**src/rtl/regfile_write_arbiter.sv**
```systemverilog
// rtl/regfile_write_arbiter.sv - round-robin arbiter sharing the register file write ports
// among NUM_REQ requesters, with same-address collision avoidance and registered port drive.
module regfile_write_arbiter #(
  parameter int NUM_REQ   = 8,
  parameter int NUM_PORTS = 4,
  parameter int log2regs  = 3,
  parameter int size      = 32
) (
  input  logic                          CGRA_Clock,
  input  logic                          CGRA_Reset,
  input  logic                          hold,
  input  logic [NUM_REQ-1:0]            req_valid,
  input  logic [NUM_REQ*log2regs-1:0]   req_addr,
  input  logic [NUM_REQ*size-1:0]       req_data,
  output logic [NUM_REQ-1:0]            req_ready,
  output logic [NUM_PORTS-1:0]          WE,
  output logic [NUM_PORTS*log2regs-1:0] address_in,
  output logic [NUM_PORTS*size-1:0]     in,
  output logic [15:0]                   conflict_count
);

  localparam int PTR_W = (NUM_REQ > 1) ? $clog2(NUM_REQ) : 1;

  logic [PTR_W-1:0]              rr_ptr_q, rr_ptr_d;
  logic [15:0]                   conflict_count_q, conflict_count_d;
  logic [NUM_PORTS-1:0]          we_q, we_d;
  logic [NUM_PORTS*log2regs-1:0] addr_q, addr_d;
  logic [NUM_PORTS*size-1:0]     data_q, data_d;
  logic [NUM_REQ-1:0]            grant;
  logic                          deferred;

  always_comb begin
    int idx;
    int n_grant;
    logic clash;
    logic [log2regs-1:0] a;
    grant    = '0;
    we_d     = '0;
    addr_d   = '0;
    data_d   = '0;
    rr_ptr_d = rr_ptr_q;
    n_grant  = 0;
    idx      = 0;
    clash    = 1'b0;
    a        = '0;
    // Scan from rr_ptr; each grant claims the next free port and reserves its address.
    for (int k = 0; k < NUM_REQ; k++) begin
      idx = int'(rr_ptr_q) + k;
      if (idx >= NUM_REQ) idx = idx - NUM_REQ;
      a = req_addr[idx*log2regs +: log2regs];
      clash = 1'b0;
      for (int j = 0; j < NUM_PORTS; j++) begin
        if (j < n_grant && addr_d[j*log2regs +: log2regs] == a) clash = 1'b1;
      end
      if (req_valid[idx] && !hold && n_grant < NUM_PORTS && !clash) begin
        grant[idx] = 1'b1;
        for (int j = 0; j < NUM_PORTS; j++) begin
          if (j == n_grant) begin
            we_d[j]                         = 1'b1;
            addr_d[j*log2regs +: log2regs]  = a;
            data_d[j*size +: size]          = req_data[idx*size +: size];
          end
        end
        n_grant  = n_grant + 1;
        rr_ptr_d = (idx + 1 >= NUM_REQ) ? '0 : PTR_W'(idx + 1);
      end
    end
    deferred = !hold && (|(req_valid & ~grant));
    conflict_count_d = conflict_count_q;
    if (deferred && conflict_count_q != 16'hFFFF) conflict_count_d = conflict_count_q + 16'd1;
  end

  always_ff @(posedge CGRA_Clock or posedge CGRA_Reset) begin
    if (CGRA_Reset) begin
      rr_ptr_q         <= '0;
      conflict_count_q <= '0;
      we_q             <= '0;
      addr_q           <= '0;
      data_q           <= '0;
    end else begin
      rr_ptr_q         <= rr_ptr_d;
      conflict_count_q <= conflict_count_d;
      we_q             <= we_d;
      addr_q           <= addr_d;
      data_q           <= data_d;
    end
  end

  // Ready is forced low during reset so nothing transfers while state is being cleared.
  assign req_ready      = CGRA_Reset ? '0 : grant;
  assign WE             = we_q;
  assign address_in     = addr_q;
  assign in             = data_q;
  assign conflict_count = conflict_count_q;

endmodule

```
**config.mk**
```make
export PLATFORM = sky130hd
export DESIGN_NAME = regfile_write_arbiter
export DESIGN_NICKNAME = d
export VERILOG_FILES = /design/src/rtl/regfile_write_arbiter.sv
export SDC_FILE = /design/constraint.sdc
export NUM_CORES = 2
export LEC_CHECK = 0
export BUFFER_PORTS_ARGS = -buffer_cell sky130_fd_sc_hd__buf_2
export CAP_MARGIN = 20
export CELL_PAD_IN_SITES_DETAIL_PLACEMENT = 0
export CELL_PAD_IN_SITES_GLOBAL_PLACEMENT = 1
export CORE_MARGIN = 1.5
export CORE_UTILIZATION = 41
export CTS_CLUSTER_DIAMETER = 150
export DETAILED_ROUTE_END_ITERATION = 8
export GPL_ROUTABILITY_DRIVEN = 0
export PLACE_DENSITY_LB_ADDON = 0.1
export SYNTH_ARGS = -nofsm -noshare
export SYNTH_HDL_FRONTEND = slang
export SYNTH_SLANG_ARGS = --single-unit
```
**constraint.sdc**
```tcl
create_clock -name CGRA_Clock -period 17.7 [get_ports CGRA_Clock]
set_clock_uncertainty 0.1 [all_clocks]
set_input_delay 2.655 -clock CGRA_Clock [delete_from_list [all_inputs] [get_ports CGRA_Clock]]
set_output_delay 2.655 -clock CGRA_Clock [all_outputs]
set_load 0.01 [all_outputs]
```
==> run summary <==
top-count cell post-synth: nand2_1
layout cells sized above 1: 0.262
CP startpoint kind: input pin
CP Class: input pin to primary output
Tmin final: 17.09 ns
Area Growth Syn to Fin: 13.8%
hold path cells: 1
Final Max Tran Viols: 0
DR vias: 34000
Pre-Repair DR Iteration Count: 7
DRT iter0 DRCs: 4072
Antenna Nets Post-Route: 0
Nets: 4476
syn avg cell area: 8.34 sq um
DP HPWL: 98700 um
Clock Path Buffers: 2
Arrival @ worst endpoint: 14.33 ns
Post-synth top flop: dfrtp_1
Hold Buf Count CTS: 0
CP max-delay cell: or4_1
Clk Latency, worst-skew pair: 0.51 ns
share of the synthesized area in the top cell type: 0.225
Sink Count: 163
vias per cell: 6.76
FP Rows: 100
worst endpoint required time: 14.95 ns
CP Max Fanout: 13
#FFs+latches synth: 163
TritonCTS clock tree: built
Slew headroom: 0.214
initial core utilization: 0.415
IO Port Bufs: 458
Tcrit/Tclk final: 0.965
sequential area share after synthesis: 0.132
Routed WL: 145000 um
vias in the first global route: 32100
total core area: 74400 sq um
CTS buffer count: 17
first-pass GRT wire length: 212000 um
leading area contributor after synthesis: mux4_2
Largest stage delay, worst path: 0.59 ns
final setup fails: 0
die area: 77000 sq um
post-synth cell types: 125
achievable frequency: 58.5 MHz
MaxCap Viol Count: 0
DR WL/cell: 28.9 um
Residual DRC: 0
Worst setup EP type: primary output
FFs w/ async S/R, synth: 1.00
Fin. Hold Viols: 0
worst slew pin tran: 1.18 ns
path type of the worst min-delay path: register to register
Mapped Cells: 3704
I/O Pins: 459
Post-synth EDFFs: 0
Global Route Usage Sum: 0.365
R2R cell count: 60
initial antenna violation count: 20
outcome: completed
Ys Warns: 0
Die Span Y: 277 um
final worst slack: 0.613 ns
Synth area leaders: mux4_2 (23%), dfrtp_1 (13%), nand2_1 (8.7%)
Die Width: 277 um
root buf cell: clkbuf_16
H-tree level count: 4
Commonest cells post-synth: nand2_1 (714), mux4_2 (309), a21oi_1 (292)
gr ovfl total: 0
largest net degree at the start of global routing: 144
clock-pin slew on the worst setup and hold paths: 0.08 ns
synthesized area: 30900 sq um
pre-CTS WS: 0.117 ns
-- per-layer routing --
metal,share of wire,up-vias,GRT usage
met5,0.00075,-,0
met4,0.045,18,0.157
met3,0.11,427,0.0798
met2,0.45,2257,0.570
met1,0.40,16500,0.485
li1,-,14800,-
-- repair_timing --
action	CTS	global route
resized for setup	0	21
buffers inserted	0	9
endpoints found under the setup margin	0	8
-- flip-flops by register name, indices dropped and copies added (netlist names) --
signal          cells
address_in         12
rr_ptr_q            3
in                128
WE                  4
conflict_count     16
-- worst max-delay path, delay by kind of cell --
family / cells / cell delay, ns
AO/OA/AOI/OAI: 16 / 3.24
AND/OR/NAND/NOR: 14 / 2.93
buffers and inverters: 12 / 1.86
multiplexers: 4 / 1.69
adder cells (fa/ha/maj): 6 / 1.28
XOR/XNOR: 3 / 0.63
-- cells by family after synthesis --
kind of cell	after synthesis	synth area share
AOI/OAI and AO/OA	1098	0.244
xor gates and xnor gates	65	0.0189
adders and majority gates	151	0.0626
buffers and inverters	436	0.0560
DFF	163	0.132
muxes	579	0.316
other	2	0.000243
and+or+nand+nor	1210	0.170
-- final cells by class --
class                           instances  area (sq um)
Antenna cell                            6          15.0
Clock buffer                           18           439
Clock inverter                         14           189
Fill cell                            7369         39300
Inverter                               79           303
Multi-Input combinational cell       3211         25800
Sequential cell                       163          4090
Tap cell                              969          1210
Timing Repair Buffer                  562          3140
-- layout by cell type (no fill, tap or decap), types with 10 or more instances in the layout --
cell type  Yosys  final
a31oi_1       26     26
mux4_2       309    309
nor2_1       206    202
a21oi_1      292    291
clkbuf_16      0     17
a211oi_1     112    111
o211ai_1     174    174
buf_4          6     98
o22ai_1       13     12
o21ai_0      184    182
nand2b_1      11     11
inv_1         72     69
and3_1        18     14
mux2i_1      220    220
a22oi_1       40     40
xnor2_1       42     36
nor3_1        33     33
conb_1         2    108
and2_1        20     20
ha_1         145    142
mux2_2        34     34
a221oi_1      78     78
dfrtp_1      163    160
nand4_1       13     13
nand2_1      714    706
nor4_1        18     18
nand3_1      102    101
xor2_1        21     19
buf_2         26    459
o311ai_0      35     35
nor2b_1       10     10
-- worst paths after layout --
kind	startpoint	to	slack, ns
max	req_addr[16]	req_ready[2]	0.61
min	conflict_count[8]$_DFFE_PP0P_	conflict_count[8]$_DFFE_PP0P_	0.39
max reg2reg	rr_ptr_q[2]$_DFFE_PP0P_	in[32]$_DFF_PP0_	2.24
min reg2reg	conflict_count[8]$_DFFE_PP0P_	conflict_count[8]$_DFFE_PP0P_	0.39
max in group asynchronous	CGRA_Reset	in[125]$_DFF_PP0_	14.08
min in group asynchronous	CGRA_Reset	WE[1]$_DFF_PP0_	2.13
-- per-stage QoR --
step                      cells  setup TNS (ns)  hold slack, ns  instance area [sq um]   util
final                      5022               0           0.388                  35100  0.472
after global routing       5022         -0.0468           0.421                  35100  0.472
after CTS                  5004               0           0.393                  34900  0.469
after detailed placement   4972               0           0.380                  34300  0.460
after global placement     4972               0           0.378                  34300  0.460
after floorplan            3810               0           0.415                  31300      -
Power is left out: the tool's default activity adds up to more than one toggle a clock period on the data nets, which glitch-free logic cannot reach.
